`src/rtl/alu_seq_controller.sv`:
```
// Multi-cycle sequencer in front of the ALU control stage: accepts one
// instruction, then steps DECODE -> EXECUTE -> WRITEBACK, driving register
// file strobes and ALUOp, and counts retired instructions.
module alu_seq_controller #(
    parameter int unsigned REG_AW = 2,
    parameter int unsigned CNT_W  = 8
) (
    input  logic                    clk,
    input  logic                    rst_n,
    input  logic [2+3*REG_AW-1:0]   instr,
    input  logic                    instr_valid,
    output logic                    instr_ready,
    input  logic                    wb_stall,
    output logic                    rf_rd_en,
    output logic [REG_AW-1:0]       rs_addr,
    output logic [REG_AW-1:0]       rt_addr,
    output logic                    alu_en,
    output logic [1:0]              ALUOp,
    output logic                    rf_wr_en,
    output logic [REG_AW-1:0]       rd_addr,
    output logic                    busy,
    output logic                    done,
    output logic [CNT_W-1:0]        instr_count
);

    localparam int unsigned IW = 2 + 3 * REG_AW;

    typedef enum logic [1:0] {
        StIdle,
        StDecode,
        StExecute,
        StWriteback
    } state_e;

    state_e            state_q, state_d;
    logic [IW-1:0]     ir_q, ir_d;
    logic [CNT_W-1:0]  cnt_q, cnt_d;

    logic [1:0]        ir_op;
    logic [REG_AW-1:0] ir_rd, ir_rs, ir_rt;

    // IR field layout: op in the MSBs, then rd, rs, rt (rt in the LSBs).
    assign ir_op = ir_q[IW-1 -: 2];
    assign ir_rd = ir_q[3*REG_AW-1 -: REG_AW];
    assign ir_rs = ir_q[2*REG_AW-1 -: REG_AW];
    assign ir_rt = ir_q[REG_AW-1:0];

    // State, instruction register and retire counter.
    always_ff @(posedge clk or negedge rst_n) begin
        if (!rst_n) begin
            state_q <= StIdle;
            ir_q    <= '0;
            cnt_q   <= '0;
        end else begin
            state_q <= state_d;
            ir_q    <= ir_d;
            cnt_q   <= cnt_d;
        end
    end

    // Next-state and Moore output decode; done/rf_wr_en also see wb_stall.
    always_comb begin
        state_d     = state_q;
        ir_d        = ir_q;
        cnt_d       = cnt_q;
        instr_ready = 1'b0;
        rf_rd_en    = 1'b0;
        rs_addr     = '0;
        rt_addr     = '0;
        alu_en      = 1'b0;
        ALUOp       = 2'b00;
        rf_wr_en    = 1'b0;
        rd_addr     = '0;
        done        = 1'b0;
        unique case (state_q)
            StIdle: begin
                // Held low while reset is asserted so every output reads 0.
                instr_ready = rst_n;
                if (instr_valid) begin
                    ir_d    = instr;
                    state_d = StDecode;
                end
            end
            StDecode: begin
                rf_rd_en = 1'b1;
                rs_addr  = ir_rs;
                rt_addr  = ir_rt;
                state_d  = StExecute;
            end
            StExecute: begin
                alu_en  = 1'b1;
                ALUOp   = ir_op;
                state_d = StWriteback;
            end
            StWriteback: begin
                rd_addr = ir_rd;
                if (!wb_stall) begin
                    // Register 0 is hardwired zero: retire without writing.
                    rf_wr_en = (ir_rd != '0);
                    done     = 1'b1;
                    cnt_d    = cnt_q + 1'b1;
                    state_d  = StIdle;
                end
            end
            default: state_d = StIdle;
        endcase
    end

    assign busy        = (state_q != StIdle);
    assign instr_count = cnt_q;

endmodule

```
`config.mk`:
```
export PLATFORM = sky130hd
export DESIGN_NAME = alu_seq_controller
export DESIGN_NICKNAME = d
export VERILOG_FILES = /design/src/rtl/alu_seq_controller.sv
export SDC_FILE = /design/constraint.sdc
export NUM_CORES = 1
export LEC_CHECK = 0
export ABC_AREA = 1
export BUFFER_PORTS_ARGS = -buffer_cell sky130_fd_sc_hd__buf_2
export CAP_MARGIN = 30
export CORE_MARGIN = 2
export CORE_UTILIZATION = 43
export CTS_BUF_LIST = sky130_fd_sc_hd__clkbuf_8 sky130_fd_sc_hd__clkbuf_16
export CTS_CLUSTER_DIAMETER = 80
export DETAILED_ROUTE_END_ITERATION = 8
export PLACE_DENSITY = 0.81
export SLEW_MARGIN = 15
export SYNTH_ARGS = -nofsm -noshare
export SYNTH_HDL_FRONTEND = slang
export SYNTH_SLANG_ARGS = --single-unit
```
`constraint.sdc`:
```
create_clock -name clk -period 1.2 [get_ports clk]
set_clock_uncertainty 0.05 [all_clocks]
set_input_delay 0.06 -clock clk [delete_from_list [all_inputs] [get_ports clk]]
set_output_delay 0.06 -clock clk [all_outputs]
set_load 0.05 [all_outputs]
```
==> flow_metrics.tcl, run 1 <==
set metrics [dict create \
    outcome "complete, but fails checks" \
    violations "setup timing" \
    cts_buffers 3 \
    insertion_delay_ns 0.25 \
    yosysSeqAreaShare_pct 49.0 \
    hold_path_end "state_q[0]" \
    finalHoldViolations 0 \
    post-route-util_pct 84.7 \
    h-tree-depth 1 \
    hold_depth 4 \
    cp_common_cell "buf_6" \
    worst_pin_slew_ns 0.250 \
    antenna_found_initial 0 \
    power_density_mw_per_mm2 2770 \
    die_area_mm2 0.00252 \
    cts_buffer_depth 2 \
    synthCells 101 \
    path_max_fanout 5 \
    avgViaCountPerCell 4.58 \
    grt_first_pass_wirelength_um 4010 \
    maxSlewViolCount 0 \
    design.core.area_mm2 0.00198 \
    synth_fp_nets 119 \
    floorplan.initialDensity_pct 46.3 \
    rsz0062_at_grt "true" \
    synth_top_area_share_pct 49.0 \
    grt_max_degree 19 \
    track_usage_pct 21.0 \
    wl_per_cell_um 12.6 \
    drt_iter0_drc 3 \
    setup_slack_ns -0.247 \
    syn_area_um2 918 \
    drt_first_pass_iters 4 \
    min_period_ns 1.45 \
    port_buffers 33 \
    cpPeakStageDelay_ns 0.46 \
    start_kind "flip-flop" \
    num_rows 16 \
    synthToLayoutAreaGrowth_pct 82.8 \
    drive_above_1_share_pct 66.5 \
    clockRootBuffer "clkbuf_8" \
    worstReg2RegStart "state_q[1]" \
    gp_congestion 0.787 \
    max-vdd-ir-drop_mv 2.53 \
    path_buf_inv 3 \
    drc 0 \
    max_freq_mhz 691 \
    cts_tree "built" \
    ant_nets 0 \
    setup_viol 31 \
    rr_endpoint "instr_count[6]" \
    p_leak_nw 0.770 \
    yosysTopAreaCell "dfrtp_1" \
    route.vias.total 847 \
    max-slew-margin-rel_pct 83.4 \
    crit_cells 5 \
    clock_sinks 18 \
    reg2reg_depth 7 \
    path_cells "buf_6, ha_4, nand2_2, clkinvlp_4, buf_6" \
    ys_seq_elements 18 \
    reg2reg_slack_ns -0.20 \
    final_nets 177 \
    place_hpwl_um 1450 \
    n_antenna_cell 0 \
    avgSynthCellArea_um2 9.09 \
    critPathArrivalTime_ns 1.34 \
    hp-class "in -> reg" \
    critPathTopFamily "flip-flops" \
    synth.area.top_cells "dfrtp_1 49%, mux2_2 9.8%, ha_1 8.2%" \
    drt_wl_total_um 2340 \
    die_w_um 50.2 \
    first_global_vias 932 \
    fin_crit_sh_pct 121 \
    maxCapViolations 0 \
    worstHoldStart "instr_valid" \
    die_h_um 50.2 \
    grt_overflow 0 \
    yosysWarnings 0 \
    ys_types 15 \
    critPathKind "reg -> out" \
    crit_slowest_cell "dfrtp_2" \
    io_pins 34 \
    crit_required_ns 1.09 \
    end_kind "primary output" \
    cts.clk_slew.worst_paths_ns 0.07 \
    dpl_worst_slack_ns -0.145 \
]
==> report_power, final <==
part           internal [mW]  leakage, nW  switching (mW)
clock network          0.291       0.0288           0.208
registers              0.882        0.206           0.301
logic                   1.23        0.535            1.74
total                   2.40        0.770            2.24
==> what timing repair did <==
action                                  4_1_cts  5_1_grt
pin swaps                                     7       14
endpoints found under the setup margin       30       31
setup buffers                                 4        3
hold buffers                                  9        0
hold endpoints to repair                     26        0
gates resized for setup                      47       23
==> kinds of logic after synthesis <==
group,share of synthesized area (%)
flops,49.0
buf+inv,8.17
xor+xnor,3.82
fa+ha+maj,8.17
compound gates,2.59
simple gates,18.4
mux,9.81
==> routing by layer <==
layer,routed length [µm],GRT usage (%),vias to the layer above
met4,0,4.63,0
met3,77,2.98,0
met5,0,0,-
met1,1040,26.5,402
li1,-,-,423
met2,1220,37.7,22
==> cell type report <==
cell class | count | area [µm²]
multi-input cells | 63 | 562
well taps | 27 | 33.8
repair buffers | 53 | 459
inverters | 20 | 108
flip-flops and latches | 18 | 462
clock buffers | 4 | 55.1
fillers | 103 | 303
==> state kept, by name (all words and copies together) (netlist names) <==
| register | flops |
|---|---|
| instr_count | 8 |
| ir_q | 8 |
| state_q | 2 |
==> worst min-delay path: cells and delay by family <==
kind	cells	cell delay, ns
simple gates	1	0.05
compound gates	2	0.14
buf+inv	1	0.15
==> cells in the mapped netlist, drive strengths merged <==
library cell	instances
ha	6
nor3	2
a21oi	2
mux2	8
inv	20
nand3	4
o21ai	2
nand4	1
nor2	12
xnor2	1
xor2	3
nand2	22
dfrtp	18
==> metrics by stage <==
stage	setup TNS (ns)	instances	instance area [µm²]	hold slack (ns)	power (mW)
after global routing	-6.26	185	1680	0.152	4.90
final	-4.63	185	1680	0.133	4.64
after CTS	-4.77	182	1590	0.125	4.38
after detailed placement	-1.89	165	1240	0.00697	3.31
after global placement	-1.11	165	1240	0.00510	3.25
after floorplan	-2.15	101	1010	-0.286	2.81
==> worst max-delay path by stage <==
stage,from,end,slack (ns)
2_1_floorplan,state_q[1],state_q[1],-0.22
3_3_place_gp,state_q[0],ir_q[2],-0.09
3_5_place_dp,state_q[0],ir_q[3],-0.15
4_1_cts,state_q[0],rs_addr[1],-0.23
5_1_grt,state_q[0],rt_addr[0],-0.28
6_report,state_q[0],rs_addr[1],-0.25
==> cell usage in the layout (no fill, tap or decap), drive strengths merged <==
cell type and count:
clkbuf 4, mux2 8, dfrtp 18, nor3 2, buf 44, clkinvlp 8, o21ai 2, xor2 3
nand4 1, a21oi 2, nand3 4, nand2 22, nor2 12, dlygate4sd3 9, xnor2 1, inv 12
ha 6
No activity file was read; power rests on OpenSTA's default activity.
==> inputs of run 2 (changes only) <==
--- a/config.mk
+++ b/config.mk
@@ -8,6 +8,7 @@
 export ABC_AREA = 1
 export BUFFER_PORTS_ARGS = -buffer_cell sky130_fd_sc_hd__buf_2
 export CAP_MARGIN = 30
+export CORE_ASPECT_RATIO = 0.7
 export CORE_MARGIN = 2
 export CORE_UTILIZATION = 43
 export CTS_BUF_LIST = sky130_fd_sc_hd__clkbuf_8 sky130_fd_sc_hd__clkbuf_16
==> run 2 against run 1 <==
  * The run still ends with setup timing left
  * Clock-buffer cell count stayed put
  * Utilization is 11 points higher
  * Fmax is 9.8% lower
  * Routed wire length is 68% higher
  * Via count is 21% higher
  * Worst setup slack worse by 0.16 ns
  * First-iteration DRC count grew to 13 times the previous value
  * Largest cell class unchanged
  * Cell area is 10% higher
  * Die area is 0.23% higher
  * Non-clock buffer count is 3 higher
==> flow_metrics.tcl, run 2 (synthesis results as in run 1) <==
set metrics [dict create \
    post-route-util_pct 95.8 \
    setup_tns_ns -7.55 \
    gp_congestion 0.779 \
    drive_above_1_share_pct 70.8 \
    critPathArrivalTime_ns 1.73 \
    setup_slack_ns -0.404 \
    setup_viol 32 \
    dpl.cell_count 161 \
    postPlaceCellArea_mm2 0.00124 \
    clock_sinks 18 \
    maxCapViolations 0 \
    pwr-share-clk_pct 9.3 \
    drt_iter0_drc 39 \
    first_global_vias 912 \
    h-tree-depth 1 \
    rsz0062_at_grt "true" \
    p_sw_share_pct 49.3 \
    min_period_ns 1.60 \
    worst_pin_slew_ns 0.270 \
    io_pins 34 \
    max-slew-margin-rel_pct 81.9 \
    maxSlewViolCount 0 \
    drc 0 \
    clockRootBuffer "clkbuf_8" \
    grt_max_degree 19 \
    start_kind "flip-flop" \
    cts.clk_slew.worst_paths_ns 0.07 \
    switchingPower_mw 2.75 \
    outcome "complete, but fails checks" \
    drt_first_pass_iters 4 \
    max_freq_mhz 623 \
    avgViaCountPerCell 5.61 \
    track_usage_pct 24.9 \
    path_max_fanout 4 \
    p_leak_nw 0.891 \
    die_w_um 59.2 \
    die_area_mm2 0.00253 \
    design.core.area_mm2 0.00194 \
    cts_buffers 3 \
    port_buffers 33 \
    crit_required_ns 1.33 \
    p_int_mw 2.83 \
    max-vdd-ir-drop_mv 2.10 \
    route.vias.total 1026 \
    cts_tree "built" \
    regArea_um2 462 \
    multi_input_area_um2 668 \
    layout_common_cells "19 x buf_2, 11 x nand2_4, 11 x buf_8, 11 x buf_6" \
    fillers 43 \
    grt_overflow 0 \
    fin_crit_sh_pct 134 \
    wl_per_cell_um 21.5 \
    final_nets 180 \
    final_common_cell "buf_2" \
    synthToLayoutAreaGrowth_pct 102 \
    power_frac_comb_pct 67.5 \
    instances_no_fill 183 \
    n_antenna_cell 0 \
    end_kind "flip-flop" \
    hp-class "in -> reg" \
    antenna_found_initial 0 \
    num_rows 13 \
    finalHoldViolations 0 \
    critPathKind "reg -> reg" \
    power_density_mw_per_mm2 3010 \
    cts_buffer_depth 2 \
    seq_power_share_pct 23.1 \
    drt_wl_total_um 3930 \
    design_area_mm2 0.00185 \
    violations "setup timing" \
    grt_first_pass_wirelength_um 4490 \
    ant_nets 0 \
    place_hpwl_um 1680 \
    die_h_um 42.7 \
    floorplan.initialDensity_pct 47.4 \
    insertion_delay_ns 0.26 \
]
-- run 2: critical path, cell delays in order (launching register included) --
cell and delay (ns):
dfrtp_2 0.45, ha_4 0.23, buf_6 0.13, nand4_1 0.24, nor2_1 0.17, nor2_1 0.09
nor2_1 0.15
-- run 2: through the flow --
stage | power (mW) | setup slack, ns | hold WS, ns
detailed placement | 3.36 | -0.146 | 0.000333
finish | 5.57 | -0.404 | 0.188
global route | 5.75 | -0.456 | 0.194
global placement | 3.27 | -0.0767 | -0.00355
floorplan | 2.81 | -0.218 | -0.286
CTS | 4.98 | -0.247 | 0.0124
-- run 2: cell type report --
cell class	instances	share of cell area, %
Sequential cell	18	24.9
Clock buffer	4	2.97
Multi-Input combinational cell	63	36.0
Timing Repair Buffer	56	28.7
Tap cell	22	1.48
Inverter	20	5.94
-- run 2: worst paths after layout --
check	slack, ns	startpoint	endpoint	cells after the start
max in group asynchronous	0.54	rst_n	state_q[1]	3
min reg2reg	0.49	instr_count[4]	instr_count[4]	1
min	0.19	instr_valid	state_q[1]	4
max reg2reg	-0.40	state_q[0]	instr_count[5]	6
min in group asynchronous	0.34	rst_n	ir_q[7]	3
max	-0.40	state_q[0]	instr_count[5]	6
-- run 2: layer usage --
layer  wire length (µm)  track usage [%]  share of wire [%]
met5                  0                0                  0
met4                242             5.91                6.2
met3                228             7.01                5.8
met2               2000             42.4                 51
met1               1460             31.0                 37
-- run 2: power by group through the flow --
stage	logic (mW)	registers, mW	clock network (mW)
after global placement	2.18	1.09	0
after global routing	3.90	1.31	0.542
after floorplan	1.48	1.33	0
final	3.77	1.29	0.521
after detailed placement	2.25	1.10	0
after CTS	3.27	1.21	0.504
-- run 2: timing repair --
action | in CTS | in global routing
cloned | 0 | 0
hold buffers | 8 | 1
gates resized for setup | 85 | 22
hold endpoints to repair | 25 | 1
pin swaps | 11 | 12
buffers inserted | 6 | 3
setup endpoints to repair | 28 | 31
==> inputs of run 3 (changes only) <==
--- a/config.mk
+++ b/config.mk
@@ -14,7 +14,7 @@
 export CTS_BUF_LIST = sky130_fd_sc_hd__clkbuf_8 sky130_fd_sc_hd__clkbuf_16
 export CTS_CLUSTER_DIAMETER = 80
 export DETAILED_ROUTE_END_ITERATION = 8
-export PLACE_DENSITY = 0.81
+export PLACE_DENSITY = 0.74
 export SLEW_MARGIN = 15
 export SYNTH_ARGS = -nofsm -noshare
 export SYNTH_HDL_FRONTEND = slang
==> run 3 against run 2 <==
  * The run still ends with setup timing left
  * Flip-flop and latch count unchanged
  * Sequential power down 5%
  * Power down 12%
  * Routed wire length down 29%
  * Final cell count down 3.3%
  * Global-route usage down 2.0 points
  * Non-clock buffer count down 6
  * Largest cell class unchanged
==> flow_metrics.tcl, run 3 (synthesis results as in run 1) <==
set metrics [dict create \
    outcome "complete, but fails checks" \
    violations "setup timing" \
    place_hpwl_um 1540 \
    first_global_vias 880 \
    grt_first_pass_wirelength_um 4140 \
    cts_buffer_depth 2 \
    final_common_cell "buf_2" \
    start_kind "flip-flop" \
    die_w_um 59.2 \
    dpl.cell_count 160 \
    wl_met2_um 1430 \
    finalHoldViolations 0 \
    cts_buffers 3 \
    max-vdd-ir-drop_mv 2.18 \
    drive_above_1_share_pct 67.1 \
    max_freq_mhz 684 \
    die_area_mm2 0.00253 \
    drt_first_pass_iters 4 \
    path_max_fanout 5 \
    worstHoldStart "instr[4]" \
    path_cells "ha_4, nand2_4, a21oi_4, buf_6" \
    crit_slowest_cell "dfrtp_2" \
    insertion_delay_ns 0.26 \
    post-route-util_pct 88.2 \
    clock_sinks 18 \
    grt_overflow 0 \
    total_power_mw 4.92 \
    highest_layer "met4" \
    gp_congestion 0.809 \
    route.vias.total 876 \
    critPathTopFamily "flip-flops" \
    final_nets 174 \
    num_rows 13 \
    track_usage_pct 22.9 \
    die_h_um 42.7 \
    drt_wl_total_um 2800 \
    maxSlewViolCount 0 \
    reg2reg_depth 5 \
    power_density_mw_per_mm2 2880 \
    met3_length_um 93 \
    avgViaCountPerCell 4.95 \
    antenna_found_initial 0 \
    hold_depth 2 \
    hp-class "in -> reg" \
    cts.clk_slew.worst_paths_ns 0.07 \
    regArea_um2 462 \
    rr_endpoint "instr_count[5]" \
    io_pins 34 \
    ant_nets 0 \
    floorplan.initialDensity_pct 47.4 \
    hold_path_end "ir_q[4]" \
    min_period_ns 1.46 \
    setup_slack_ns -0.261 \
    layout_common_cells "19 x buf_2, 14 x buf_6, 10 x nand2_1" \
    wl_met1_um 1220 \
    maxCapViolations 0 \
    crit_required_ns 1.09 \
    drc 0 \
    fillers 89 \
    multi_input_area_um2 614 \
    reg2reg_slack_ns -0.21 \
    fin_crit_sh_pct 122 \
    worst_pin_slew_ns 0.273 \
    p_leak_nw 0.780 \
    design.core.area_mm2 0.00194 \
    setup_tns_ns -4.93 \
    n_antenna_cell 0 \
    grt_max_degree 19 \
    critPathArrivalTime_ns 1.35 \
    h-tree-depth 1 \
    end_kind "primary output" \
    instances_no_fill 177 \
    cts_tree "built" \
    setup_viol 31 \
    clockRootBuffer "clkbuf_8" \
    worstReg2RegStart "state_q[0]" \
    port_buffers 33 \
    critPathKind "reg -> out" \
    path_buf_inv 1 \
    synthToLayoutAreaGrowth_pct 85.8 \
    max-slew-margin-rel_pct 81.9 \
    cpPeakStageDelay_ns 0.44 \
    wl_per_cell_um 15.8 \
    drt_iter0_drc 16 \
    rsz0062_at_grt "true" \
]
## run 3: worst max path at each step
stage	from	to	slack [ns]	cells after the start
after CTS	state_q[0]	rt_addr[1]	-0.23	5
after detailed placement	state_q[0]	ir_q[4]	-0.16	4
after global routing	state_q[0]	instr_count[5]	-0.30	5
after floorplan	state_q[1]	state_q[1]	-0.22	6
final	state_q[0]	rf_wr_en	-0.26	4
after global placement	state_q[0]	ir_q[6]	-0.10	4
## run 3: routing by layer
layer | up-vias | GRT usage, %
met5 | - | 0
met4 | 0 | 9.55
met3 | 4 | 5.49
met2 | 24 | 38.2
met1 | 428 | 28.0
li1 | 420 | -
## run 3: metrics by stage
| stage | hold WS [ns] | cell area [µm²] | setup WS, ns |
|---|---|---|---|
| floorplan | -0.286 | 1010 | -0.218 |
| CTS | 0.0140 | 1620 | -0.228 |
| global route | 0.0199 | 1710 | -0.300 |
| finish | 0.0293 | 1710 | -0.261 |
| detailed placement | 0.000543 | 1240 | -0.160 |
| global placement | 0.00932 | 1240 | -0.104 |
## run 3: power by group
part           internal, mW  switching, mW
clock network         0.292          0.216
registers             0.882          0.353
logic                  1.30           1.88
total                  2.47           2.45
## run 3: timing repair
item | CTS | global route
pin swaps | 9 | 6
endpoints found under the setup margin | 30 | 32
gates resized for setup | 62 | 18
hold endpoints to repair | 25 | 0
setup buffers | 3 | 2
hold buffers | 8 | 0
## run 3: area by class of cell
type	count	share of cell area, %
Clock buffer	4	3.23
Inverter	20	6.45
Multi-Input combinational cell	63	36.0
Sequential cell	18	27.1
Tap cell	22	1.61
Timing Repair Buffer	50	25.7
## run 3: worst register-to-register path, stage by stage, from the launching register on
cell     delay [ns]
dfrtp_2        0.44
ha_4           0.24
buf_6          0.13
nand4_1        0.19
nor3_1         0.19
nor2_1         0.07
